===== config.mk =====
export PLATFORM = sky130hd
export DESIGN_NAME = alu_job_queue_flat
export DESIGN_NICKNAME = d
export VERILOG_FILES = /design/src/rtl/alu_job_queue_pkg.sv /design/src/rtl/alu_job_queue_if.sv /design/src/rtl/alu_job_queue_sync_fifo.sv /design/src/rtl/alu_job_queue.sv /design/src/flat_wrapper.sv
export SDC_FILE = /design/constraint.sdc
export NUM_CORES = 1
export LEC_CHECK = 0
export ABC_AREA = 1
export CAP_MARGIN = 15
export CORE_AREA = 2 2 91 93
export CTS_BUF_LIST = sky130_fd_sc_hd__clkbuf_16
export DETAILED_ROUTE_END_ITERATION = 12
export DIE_AREA = 0 0 93 95
export PLACE_DENSITY = 0.74
export SYNTH_ARGS = -nofsm -noshare
export SYNTH_HDL_FRONTEND = slang
export SYNTH_SLANG_ARGS = --single-unit

===== constraint.sdc =====
create_clock -name clk -period 5.49 [get_ports clk]
set_input_delay 1.098 -clock clk [delete_from_list [all_inputs] [get_ports clk]]
set_output_delay 1.098 -clock clk [all_outputs]
set_load 0.05 [all_outputs]

===== src/rtl/alu_job_queue_pkg.sv =====
`default_nettype none
// ============================================================================
//  Module      : alu_job_queue_pkg
//  Description : Shared ALU definitions: opcode constants, FSM state
//                encodings and small opcode-classification helpers. Shared
//                with the Sequential ALU.
//  Revision    : 1.0 - initial release
// ============================================================================
package alu_job_queue_pkg;

    // Opcode field
    localparam int         c_OPC_W   = 4;
    localparam logic [3:0] c_OP_ADD  = 4'd0;
    localparam logic [3:0] c_OP_SUB  = 4'd1;
    localparam logic [3:0] c_OP_MUL  = 4'd2;
    localparam logic [3:0] c_OP_DIV  = 4'd3;

    // Engine FSM encodings
    localparam int c_STATE_W = 2;
    typedef logic [c_STATE_W-1:0] state_t;
    localparam state_t c_ST_IDLE = 2'd0;
    localparam state_t c_ST_LOAD = 2'd1;
    localparam state_t c_ST_EXEC = 2'd2;
    localparam state_t c_ST_DONE = 2'd3;

    // Opcodes 4..15 are illegal
    function automatic logic op_is_legal(input logic [c_OPC_W-1:0] op);
        return (op <= c_OP_DIV);
    endfunction

    // MUL and DIV iterate WIDTH times; everything else takes one EXEC cycle
    function automatic logic op_is_iterative(input logic [c_OPC_W-1:0] op);
        return (op == c_OP_MUL) || (op == c_OP_DIV);
    endfunction

endpackage
`default_nettype wire


===== src/rtl/alu_job_queue_if.sv =====
`default_nettype none
// ============================================================================
//  Module      : alu_job_queue_if
//  Description : Command / result bundle of the ALU job queue.
//                master : command producer and result consumer
//                slave  : the job queue itself
//  Signals     : cmd_valid/cmd_ready/cmd_opcode/cmd_in1/cmd_in2 (command),
//                res_valid/res_ready/res_high/res_low/res_flag/res_err
//                (result), busy, cmd_level (status)
//  Revision    : 1.0 - initial release
// ============================================================================
interface alu_job_queue_if #(
    parameter int WIDTH = 4,
    parameter int DEPTH = 4
) ();
    logic                     cmd_valid;
    logic                     cmd_ready;
    logic [3:0]               cmd_opcode;
    logic [WIDTH-1:0]         cmd_in1;
    logic [WIDTH-1:0]         cmd_in2;
    logic                     res_valid;
    logic                     res_ready;
    logic [WIDTH-1:0]         res_high;
    logic [WIDTH-1:0]         res_low;
    logic                     res_flag;
    logic                     res_err;
    logic                     busy;
    logic [$clog2(DEPTH):0]   cmd_level;

    modport master (
        output cmd_valid, cmd_opcode, cmd_in1, cmd_in2, res_ready,
        input  cmd_ready, res_valid, res_high, res_low, res_flag, res_err,
               busy, cmd_level
    );

    modport slave (
        input  cmd_valid, cmd_opcode, cmd_in1, cmd_in2, res_ready,
        output cmd_ready, res_valid, res_high, res_low, res_flag, res_err,
               busy, cmd_level
    );
endinterface
`default_nettype wire


===== src/rtl/alu_job_queue_sync_fifo.sv =====
`default_nettype none
// ============================================================================
//  Module      : sync_fifo
//  Description : Single-clock FIFO with registered occupancy. The head entry
//                is presented combinationally on dout. Pushes when full and
//                pops when empty are ignored.
//  Ports       : clk, reset (sync, active-high), push/din, pop/dout,
//                full, empty, level (entries stored)
//  Revision    : 1.0 - initial release
// ============================================================================
module sync_fifo #(
    parameter int WIDTH_DATA = 8,
    parameter int DEPTH      = 4
) (
    input  wire logic                    clk,
    input  wire logic                    reset,
    input  wire logic                    push,
    input  wire logic [WIDTH_DATA-1:0]   din,
    input  wire logic                    pop,
    output logic      [WIDTH_DATA-1:0]   dout,
    output logic                         full,
    output logic                         empty,
    output logic      [$clog2(DEPTH):0]  level
);
    localparam int c_PTR_W = $clog2(DEPTH);
    localparam int c_LVL_W = c_PTR_W + 1;

    logic [WIDTH_DATA-1:0] r_mem [DEPTH];
    logic [c_PTR_W-1:0]    r_wr_ptr;
    logic [c_PTR_W-1:0]    r_rd_ptr;
    logic [c_LVL_W-1:0]    r_level;
    logic                  w_do_push;
    logic                  w_do_pop;

    assign full      = (r_level == c_LVL_W'(DEPTH));
    assign empty     = (r_level == '0);
    assign level     = r_level;
    assign dout      = r_mem[r_rd_ptr];
    assign w_do_push = push && !full;
    assign w_do_pop  = pop && !empty;

    // Storage needs no reset: the pointers define what is valid
    always_ff @(posedge clk) begin
        if (w_do_push) begin
            r_mem[r_wr_ptr] <= din;
        end
    end

    // DEPTH is a power of two, so the pointers wrap naturally
    always_ff @(posedge clk) begin
        if (reset) begin
            r_wr_ptr <= '0;
            r_rd_ptr <= '0;
            r_level  <= '0;
        end else begin
            if (w_do_push) r_wr_ptr <= r_wr_ptr + 1'b1;
            if (w_do_pop)  r_rd_ptr <= r_rd_ptr + 1'b1;
            case ({w_do_push, w_do_pop})
                2'b10:   r_level <= r_level + 1'b1;
                2'b01:   r_level <= r_level - 1'b1;
                default: r_level <= r_level;
            endcase
        end
    end
endmodule
`default_nettype wire


===== src/rtl/alu_job_queue.sv =====
`default_nettype none
// ============================================================================
//  Module      : alu_job_queue
//  Description : Queued multi-cycle ALU. Commands {opcode,in1,in2} are
//                buffered in a FIFO and executed one at a time by an
//                IDLE/LOAD/EXEC/DONE engine: ADD/SUB in one EXEC cycle,
//                MUL (shift-add) and DIV (restoring) in WIDTH EXEC cycles.
//  Ports       : clk, reset (sync, active-high),
//                bus (alu_job_queue_if.slave): command, result and status
//  Revision    : 1.0 - initial release
// ============================================================================
module alu_job_queue
    import alu_job_queue_pkg::*;
#(
    parameter int WIDTH = 4,
    parameter int DEPTH = 4
) (
    input  wire logic         clk,
    input  wire logic         reset,
    alu_job_queue_if.slave    bus
);
    localparam int c_LVL_W  = $clog2(DEPTH) + 1;
    localparam int c_DATA_W = c_OPC_W + 2 * WIDTH;
    localparam int c_CNT_W  = $clog2(WIDTH + 1);

    // FIFO side
    logic                 w_full;
    logic                 w_empty;
    logic                 w_push;
    logic                 w_pop;
    logic [c_DATA_W-1:0]  w_fifo_din;
    logic [c_DATA_W-1:0]  w_fifo_dout;
    logic [c_LVL_W-1:0]   w_level;

    // Engine
    state_t               r_state;
    state_t               w_state_next;
    logic [c_OPC_W-1:0]   r_op;
    logic [WIDTH-1:0]     r_a;
    logic [WIDTH-1:0]     r_b;
    logic [2*WIDTH-1:0]   r_acc;        // shared MUL/DIV working register
    logic [c_CNT_W-1:0]   r_cnt;        // shared iteration counter
    logic                 r_flag;
    logic                 r_err;
    logic                 w_busy;
    logic                 w_res_valid;

    // Per-iteration datapath
    logic [2*WIDTH-1:0]   w_acc_exec;
    logic                 w_flag_exec;
    logic [WIDTH:0]       w_mul_sum;
    logic [WIDTH:0]       w_div_hi;
    logic [WIDTH:0]       w_div_diff;
    logic [WIDTH:0]       w_addsub;

    // ------------------------------------------------------------------
    // Command FIFO: ready comes from the registered level only, so a pop in
    // the same cycle never frees a slot early.
    // ------------------------------------------------------------------
    assign w_push     = bus.cmd_valid && !w_full;
    assign w_fifo_din = {bus.cmd_opcode, bus.cmd_in1, bus.cmd_in2};

    sync_fifo #(
        .WIDTH_DATA (c_DATA_W),
        .DEPTH      (DEPTH)
    ) u_fifo (
        .clk   (clk),
        .reset (reset),
        .push  (w_push),
        .din   (w_fifo_din),
        .pop   (w_pop),
        .dout  (w_fifo_dout),
        .full  (w_full),
        .empty (w_empty),
        .level (w_level)
    );

    assign bus.cmd_ready = !w_full;
    assign bus.cmd_level = w_level;

    // ------------------------------------------------------------------
    // FSM: state register
    // ------------------------------------------------------------------
    always_ff @(posedge clk) begin
        if (reset) r_state <= c_ST_IDLE;
        else       r_state <= w_state_next;
    end

    // FSM: next state
    always_comb begin
        w_state_next = r_state;
        case (r_state)
            c_ST_IDLE: if (!w_empty)                   w_state_next = c_ST_LOAD;
            c_ST_LOAD:                                 w_state_next = c_ST_EXEC;
            c_ST_EXEC: if (r_cnt == c_CNT_W'(1))       w_state_next = c_ST_DONE;
            c_ST_DONE: if (bus.res_ready)              w_state_next = c_ST_IDLE;
            default:                                   w_state_next = c_ST_IDLE;
        endcase
    end

    // FSM: outputs
    always_comb begin
        w_pop       = 1'b0;
        w_busy      = 1'b1;
        w_res_valid = 1'b0;
        case (r_state)
            c_ST_IDLE: begin
                w_busy = 1'b0;
                w_pop  = !w_empty;
            end
            c_ST_DONE: w_res_valid = 1'b1;
            default:   ;
        endcase
    end

    assign bus.busy      = w_busy;
    assign bus.res_valid = w_res_valid;
    assign bus.res_high  = r_acc[2*WIDTH-1:WIDTH];
    assign bus.res_low   = r_acc[WIDTH-1:0];
    assign bus.res_flag  = r_flag;
    assign bus.res_err   = r_err;

    // ------------------------------------------------------------------
    // One EXEC step. r_acc is {high,low}:
    //   MUL: low holds the remaining multiplier bits, high the partial
    //        product; add the multiplicand when the LSB is set, shift right.
    //   DIV: shift {rem,quo} left, trial-subtract the divisor from the
    //        remainder, keep it and shift in 1 when non-negative. A zero
    //        divisor always "succeeds", which naturally yields
    //        quotient=all-ones and remainder=in1.
    // ------------------------------------------------------------------
    always_comb begin
        w_mul_sum   = {1'b0, r_acc[2*WIDTH-1:WIDTH]} + (r_acc[0] ? {1'b0, r_b} : '0);
        w_div_hi    = r_acc[2*WIDTH-1:WIDTH-1];
        w_div_diff  = w_div_hi - {1'b0, r_b};
        w_addsub    = '0;
        w_acc_exec  = '0;
        w_flag_exec = 1'b0;
        case (r_op)
            c_OP_ADD: begin
                w_addsub    = {1'b0, r_a} + {1'b0, r_b};
                w_acc_exec  = {{WIDTH{1'b0}}, w_addsub[WIDTH-1:0]};
                w_flag_exec = w_addsub[WIDTH];
            end
            c_OP_SUB: begin
                w_addsub    = {1'b0, r_a} - {1'b0, r_b};
                w_acc_exec  = {{WIDTH{1'b0}}, w_addsub[WIDTH-1:0]};
                w_flag_exec = w_addsub[WIDTH];      // borrow == (in1 < in2)
            end
            c_OP_MUL: begin
                w_acc_exec  = {w_mul_sum, r_acc[WIDTH-1:1]};
                w_flag_exec = |w_mul_sum[WIDTH:1];  // final high word non-zero
            end
            c_OP_DIV: begin
                if (!w_div_diff[WIDTH]) begin
                    w_acc_exec = {w_div_diff[WIDTH-1:0], r_acc[WIDTH-2:0], 1'b1};
                end else begin
                    w_acc_exec = {w_div_hi[WIDTH-1:0], r_acc[WIDTH-2:0], 1'b0};
                end
                w_flag_exec = (r_b == '0);
            end
            default: ;                              // illegal: all zero
        endcase
    end

    // ------------------------------------------------------------------
    // Datapath registers. The job is captured at the pop edge because the
    // FIFO head moves on at that same edge.
    // ------------------------------------------------------------------
    always_ff @(posedge clk) begin
        if (reset) begin
            r_op   <= '0;
            r_a    <= '0;
            r_b    <= '0;
            r_acc  <= '0;
            r_cnt  <= '0;
            r_flag <= 1'b0;
            r_err  <= 1'b0;
        end else begin
            case (r_state)
                c_ST_IDLE: begin
                    if (w_pop) {r_op, r_a, r_b} <= w_fifo_dout;
                end
                c_ST_LOAD: begin
                    r_acc  <= {{WIDTH{1'b0}}, r_a};
                    r_cnt  <= op_is_iterative(r_op) ? c_CNT_W'(WIDTH) : c_CNT_W'(1);
                    r_err  <= !op_is_legal(r_op);
                    r_flag <= 1'b0;
                end
                c_ST_EXEC: begin
                    r_acc  <= w_acc_exec;
                    r_flag <= w_flag_exec;
                    if (r_cnt != c_CNT_W'(1)) r_cnt <= r_cnt - 1'b1;
                end
                default: ;                          // DONE holds results
            endcase
        end
    end
endmodule
`default_nettype wire

===== src/flat_wrapper.sv =====
// flat-port wrapper written by rule: the top's interface ports become plain ports
module alu_job_queue_flat import alu_job_queue_pkg::*;
#(
    parameter int WIDTH = 4,
    parameter int DEPTH = 4
)
  (clk, reset, bus_cmd_valid, bus_cmd_opcode, bus_cmd_in1, bus_cmd_in2, bus_res_ready, bus_cmd_ready, bus_res_valid, bus_res_high, bus_res_low, bus_res_flag, bus_res_err, bus_busy, bus_cmd_level);
  alu_job_queue_if #(.WIDTH(WIDTH), .DEPTH(DEPTH)) bus_i ();
  input  wire logic clk;
  input  wire logic reset;
  input wire logic [$bits(bus_i.cmd_valid)-1:0] bus_cmd_valid;
  input wire logic [$bits(bus_i.cmd_opcode)-1:0] bus_cmd_opcode;
  input wire logic [$bits(bus_i.cmd_in1)-1:0] bus_cmd_in1;
  input wire logic [$bits(bus_i.cmd_in2)-1:0] bus_cmd_in2;
  input wire logic [$bits(bus_i.res_ready)-1:0] bus_res_ready;
  output wire logic [$bits(bus_i.cmd_ready)-1:0] bus_cmd_ready;
  output wire logic [$bits(bus_i.res_valid)-1:0] bus_res_valid;
  output wire logic [$bits(bus_i.res_high)-1:0] bus_res_high;
  output wire logic [$bits(bus_i.res_low)-1:0] bus_res_low;
  output wire logic [$bits(bus_i.res_flag)-1:0] bus_res_flag;
  output wire logic [$bits(bus_i.res_err)-1:0] bus_res_err;
  output wire logic [$bits(bus_i.busy)-1:0] bus_busy;
  output wire logic [$bits(bus_i.cmd_level)-1:0] bus_cmd_level;
  assign bus_i.cmd_valid = bus_cmd_valid;
  assign bus_i.cmd_opcode = bus_cmd_opcode;
  assign bus_i.cmd_in1 = bus_cmd_in1;
  assign bus_i.cmd_in2 = bus_cmd_in2;
  assign bus_i.res_ready = bus_res_ready;
  assign bus_cmd_ready = bus_i.cmd_ready;
  assign bus_res_valid = bus_i.res_valid;
  assign bus_res_high = bus_i.res_high;
  assign bus_res_low = bus_i.res_low;
  assign bus_res_flag = bus_i.res_flag;
  assign bus_res_err = bus_i.res_err;
  assign bus_busy = bus_i.busy;
  assign bus_cmd_level = bus_i.cmd_level;
  alu_job_queue #(.WIDTH(WIDTH), .DEPTH(DEPTH)) u_core (.clk(clk), .reset(reset), .bus(bus_i));
endmodule

=== Word level (Yosys, flattened, before mapping) ===
Memory sizes are Yosys's and may differ from the RTL's. A register that Yosys moved wholly into a read port is not among the register bits.
Cells that the tools add are included.

* Bits in registers: 22
* Latch bits: 0
* RAM bits: 48
* Memory bits (read-only): 0
* Output and inout port bits: 16
* Logic and storage cells: 70
* Memories kept: 1

{| class="wikitable"
|+ Memory list
! memory !! words !! width !! rd ports !! clocked after Yosys merged registers in !! write ports !! line !! source
|-
| u_core.u_fifo.r_mem || 4 || 12 || 1 || 1 || 1 || alu_job_queue_sync_fifo.sv:28 || <nowiki>logic [WIDTH_DATA-1:0] r_mem [DEPTH];</nowiki>
|}

* $add $sub $neg: 9
* Multiply operators: 0
* Div/mod/pow operators: 0
* $lt $le $gt $ge: 1
* Equality and inequality tests: 15
* Shift operators: 0
* Mux-type cells: 19
* Bitwise operators: 0
* Reductions and logical operators: 17

{| class="wikitable"
|+ Operators by type and width
! cell !! count
|-
| $pmux 8 s4 || 1
|-
| $pmux 8 s2 || 1
|-
| $pmux 3 s2 || 2
|-
| $eq 4x2->1 const B || 2
|-
| $logic_not 4->1 || 2
|-
| $mux 8 || 1
|-
| $pmux 2 s4 || 1
|-
| $eq 2x2->1 const B || 3
|-
| $mux 2 || 3
|-
| $mux 3 || 2
|-
| $sub 3x1->3 const B || 2
|-
| $add 4x4->5 || 1
|-
| $add 4x5->5 || 1
|-
| $mux 1 || 5
|-
| $sub 4x4->5 || 1
|-
| $sub 5x4->5 || 1
|-
| $add 2x1->2 const B || 2
|-
| $eq 2x1->1 const B || 2
|-
| $eq 4x1->1 const B || 1
|-
| $le 4x2->1 const B || 1
|-
| $mux 4 || 1
|-
| $ne 2x1->1 const B || 2
|-
| $ne 2x2->1 const B || 2
|-
| $pmux 1 s4 || 1
|-
| other kinds (14) || 20
|}

=== Logic depth before layout (Yosys ltp) ===
* Depth in word-level cells: 6
* Mapped depth: 13
* Gate-level depth less buffers: 13

=== By module ===
A second synthesis with hierarchy kept.

* Cells, all modules: 485
* Area, all modules: 4316.6 um^2

{| class="wikitable"
|+ By module, submodules not included
! module !! instances !! cells each !! area each (um^2)
|-
| sync_fifo || 1 || 186 || 2285.9
|-
| alu_job_queue || 1 || 299 || 2030.7
|}

=== Worst setup path after synthesis ===
Ideal clock, no wire load.

* Path kind: reg2reg
* Start point: reg u_core.u_fifo.r_level[2] (netlist: u_core.u_fifo.level[2])
* End point: reg u_core.u_fifo.r_level[2] (netlist: u_core.u_fifo.level[2])
* Arrival time: 2566 ps
* Data required time: 5368 ps
* Setup slack: 2802 ps
* Stages on the path, launching flop included: 10
* Buffers on the path: 0
* Clock period less this slack: 2688 ps
* Cells stage by stage: dfxtp_1 -> nand3_1 -> nand2_1 -> ha_1 -> inv_1 -> fa_1 -> a21oi_1 -> o21ai_0 -> o21ai_0 -> a21oi_1

* Longest elaborated chain between the ends: 6

{| class="wikitable"
|+ Ends and longest elaborated chain
! element !! line !! source
|-
| start, declared || alu_job_queue_sync_fifo.sv:31 || <nowiki>logic [c_LVL_W-1:0] r_level;</nowiki>
|-
| start signal, assigned || alu_job_queue_sync_fifo.sv:59 || <nowiki>2'b10: r_level <= r_level + 1'b1;</nowiki>
|-
| start signal, assigned || alu_job_queue_sync_fifo.sv:60 || <nowiki>2'b01: r_level <= r_level - 1'b1;</nowiki>
|-
| start signal, assigned || alu_job_queue_sync_fifo.sv:61 || <nowiki>default: r_level <= r_level;</nowiki>
|-
| $eq 3x3->1 * || alu_job_queue_sync_fifo.sv:35 || <nowiki>assign full = (r_level == c_LVL_W'(DEPTH));</nowiki>
|-
| $logic_not 1->1 * || -- ||
|-
| net bus_cmd_ready || flat_wrapper.sv:16 || <nowiki>output wire logic [$bits(bus_i.cmd_ready)-1:0] bus_cmd_ready;</nowiki>
|-
| $logic_and 1x1->1 || alu_job_queue.sv:60 || <nowiki>assign w_push = bus.cmd_valid && !w_full;</nowiki>
|-
| $logic_and 1x1->1 * || alu_job_queue_sync_fifo.sv:39 || <nowiki>assign w_do_push = push && !full;</nowiki>
|-
| $eq 2x1->1 or $eq 2x2->1 (tied branches) || alu_job_queue_sync_fifo.sv:58 || <nowiki>case ({w_do_push, w_do_pop})</nowiki>
|-
| $pmux 3 s2 or $reduce_bool 2->1 (tied branches) || -- ||
|}

Mark *: on every way through the listed nets, which the timed path passes. The rest lies on a longest branch.
A chain may end at the register's enable or synchronous reset.

=== Worst setup path in the final report ===
* Start point: reg u_core.r_state[0]
* End point: out bus_busy

* Longest elaborated chain between the ends: 2

{| class="wikitable"
|+ Ends and longest elaborated chain
! element !! line !! source
|-
| start, declared || alu_job_queue.sv:36 || <nowiki>state_t r_state;</nowiki>
|-
| start signal, assigned || alu_job_queue.sv:85 || <nowiki>if (reset) r_state <= c_ST_IDLE;</nowiki>
|-
| start signal, assigned || alu_job_queue.sv:86 || <nowiki>else r_state <= w_state_next;</nowiki>
|-
| $logic_not 2->1 || alu_job_queue.sv:106 || <nowiki>case (r_state)</nowiki>
|-
| $mux 1 || alu_job_queue.sv:106 ||
|-
| end, declared || flat_wrapper.sv:22 || <nowiki>output wire logic [$bits(bus_i.busy)-1:0] bus_busy;</nowiki>
|}

Every way passes these cells.

==> key figures <==
Critical path
  • Crit path launch type: flop
  • FF-to-FF End: u_core.u_fifo.level[2]$_SDFFE_PP0P_
  • CP Cell Sequence: inv_1, ha_1, inv_1, clkdlybuf4s50_1
  • Largest delay share family, worst path: buffers and inverters
  • Crit-path slowest cell: clkdlybuf4s50_1
  • Critical path arrival: 1.92 ns
  • Worst setup path startpoint: u_core.r_state[0]$_SDFFE_PP0P_
  • Type of destination of the critical path: output port
  • CP most frequent cell: inv_1
  • CP max stage delay: 0.80 ns
  • R2R Setup Slk: about 3.2 ns
  • Worst path required time: ~4.4 ns
  • Worst r2r src: u_core.r_state[1]$_SDFFE_PP0P_
  • Critical path class: reg2out
  • WP buf/inv: 3
  • Reg2Reg Depth: 11
  • CP Max Fanout: 4

CTS
  • Post-cts resize count: 0
  • CTS tree: yes
  • H-Tree Depth: 3
  • Postcts setup bufs: 0
  • Cts hold-fix bufs: 0
  • Clock latency on the worst-skew pair: between 0.3 and 0.4 ns
  • CTS sink cnt: 82
  • Max clock buf depth: 2
  • Clock root cell: clkbuf_16
  • Reg clk slew, reported paths: roughly 0.070 ns
  • Inserted Clock Buffers: 9

Routing
  • DR WL/cell: 13.6 um
  • Vias post-DR: around 3,200
  • Router iterations before antenna repair: 4
  • Final WL: 8290 um
  • Vias per cell: between 5 and 6
  • Drt initial violations: 126
  • DR DRC count: 0
  • Post-DRT Antenna Nets: 0

Hold path
  • Hold Crit Start: u_core.bus.res_flag$_SDFFE_PP0P_
  • Worst min-delay path category: reg2reg
  • Hold Path Depth: 2
  • Hold Path Sink: u_core.bus.res_flag$_SDFFE_PP0P_

Yosys
  • Register area share after synthesis: about half
  • Post-Syn Nets: 518
  • Ys async rst share: 0%
  • #FFs+latches synth: 82
  • Distinct cells, synth: 28
  • Post-synth EDFFs: 48
  • Synth Cell Area: roughly 4200 um2
  • Mean area per synthesized cell: 8.95 um2
  • Ys flop type: edfxtp_1
  • Synth Warn #: 0
  • Cells after synthesis: 469

Floorplan
  • Ports: 32
  • Die Area: 8840 um2
  • Die X: 93 um
  • CORE AREA: 7930 um2
  • Die H: 95 um
  • Initial core utilization: 53.0%
  • Site Rows: 33

Global routing
  • GRT Residual Overflow: 0
  • Via count of the first global-routing pass: 3,161
  • Largest net degree at the start of global routing: 27
  • Global-route wire length before repair: 14,100 um
  • Tot GR Track Use: 20.4%
  • Initial antenna violation count: 0

Place
  • Count of input and output buffers: 31
  • Final HPWL DP: about 5900 um
  • GP Congestion: 0.969

Timing
  • Setup-failing EPs final: 0
  • Worst Tran Pin Value: a little over 1 ns
  • Final Max Tran Viols: 0
  • Clock Skew: 0.00722 ns
  • Hold Slack: 0.483 ns
  • Min Tclk post-route: 3.02 ns
  • Slew headroom: slightly above 30%
  • Unrepaired setup endpoints after global routing: false
  • Period Utilization, post-route: ~55%
  • Max Clk Rate: 331 MHz
  • Final TNS setup: 0 ns
  • Endpoints failing hold: 0

Final layout
  • Most common cell after layout, fill and taps aside: nor2_1
  • Final antenna diode count: 0
  • NumNets Final: 548
  • Fill count: approximately 670
  • Most frequent cells in the layout: nor2_1, nand2_1, inv_1
  • Share of cells above drive strength 1: 7.34%
  • Synthesis-to-finish area growth: 16.5%

Job
  • Max Cap Viol: 0

Run status
  • Status: complete, no violations

Power and ir drop
  • Pwr dens: 540 nW/um2
  • Worst VDD drop: 0.257 mV
  • Leakage Power: 1.97 nW
  • Tot Pwr: around 2.6 mW
[synth_stat cells, types with 9 or more instances]
cell type,instances,area (um2)
nor2_1,72,270
nand2_1,65,244
inv_1,50,188
edfxtp_1,48,1440
o21ai_0,44,220
dfxtp_1,34,681
ha_1,28,350
a21oi_1,26,130
nand3_1,23,115
o21ai_1,16,80.1
a31oi_1,13,81.3
inv_2,9,33.8
[worst register-to-register path, delay by kind of cell, from the launching register on]
kind,cells,cell delay [ns]
fa+ha+maj,3,0.80
simple gates,1,0.08
flops,1,0.33
buf+inv,3,0.50
compound gates,4,0.48
[worst max-delay path by stage]
stage	end	slack, ns	cells after the start
4_1_cts	bus_busy	2.45	4
3_5_place_dp	u_core.u_fifo.r_mem[2][9]$_DFFE_PP_	2.48	3
6_report	bus_busy	2.47	4
5_1_grt	bus_busy	2.39	4
2_1_floorplan	u_core.u_fifo.level[2]$_SDFFE_PP0P_	2.80	9
3_3_place_gp	u_core.u_fifo.r_mem[3][9]$_DFFE_PP_	2.51	3
[per-layer routing]
metal	vias up	routed length (um)	part of all wire (%)	GRT usage [%]
met3	18	390	4.7	3.35
met4	0	171	2.1	10.9
li1	1641	-	-	-
met2	89	4050	49	34.8
met1	1479	3680	44	24.8
met5	-	0	0	0
[per-stage QoR]
step / cell area, um2 / utilization, % / worst slack [ns] / cells
2_1_floorplan: 4200 / - / 2.80 / 469
6_report: 4890 / 61.7 / 2.47 / 609
3_5_place_dp: 4590 / 57.9 / 2.48 / 593
4_1_cts: 4890 / 61.7 / 2.45 / 609
5_1_grt: 4890 / 61.7 / 2.39 / 609
3_3_place_gp: 4590 / 57.9 / 2.51 / 593
[report_power, final]
part	internal [mW]	switching, mW	leakage, nW	total [mW]
combinational	0.385	0.737	1.10	1.12
sequential	0.783	0.142	0.720	0.926
clock	0.323	0.268	0.149	0.591
total	1.49	1.15	1.97	2.64
[registers in the layout, indices dropped and copies added, names as in the netlist]
register	cells
u_core.bus.res_err	1
u_core.bus.res_flag	1
u_core.r_a	4
u_core.r_acc	8
u_core.r_b	4
u_core.r_cnt	3
u_core.r_op	4
u_core.r_state	2
u_core.u_fifo.level	3
u_core.u_fifo.r_mem	48
u_core.u_fifo.r_rd_ptr	2
u_core.u_fifo.r_wr_ptr	2
[kinds of logic after synthesis]
kind of cell	synth area share [%]
XOR/XNOR	0.626
AO/OA/AOI/OAI	13.7
adder cells (fa/ha/maj)	10.7
flip-flops	50.6
buffers and inverters	6.50
AND/OR/NAND/NOR	17.9
[area by class of cell]
| type | count | area (um2) | share of cell area, % |
|---|---|---|---|
| clock buffer | 9 | 225 | 4.61 |
| sequential | 82 | 2120 | 43.4 |
| tap | 105 | 131 | 2.69 |
| inverter | 59 | 221 | 4.53 |
| clock inverter | 7 | 76.3 | 1.56 |
| timing repair buffer | 31 | 310 | 6.35 |
| multi-input combinational | 316 | 1800 | 36.9 |
(Power assumes the default switching activity.)
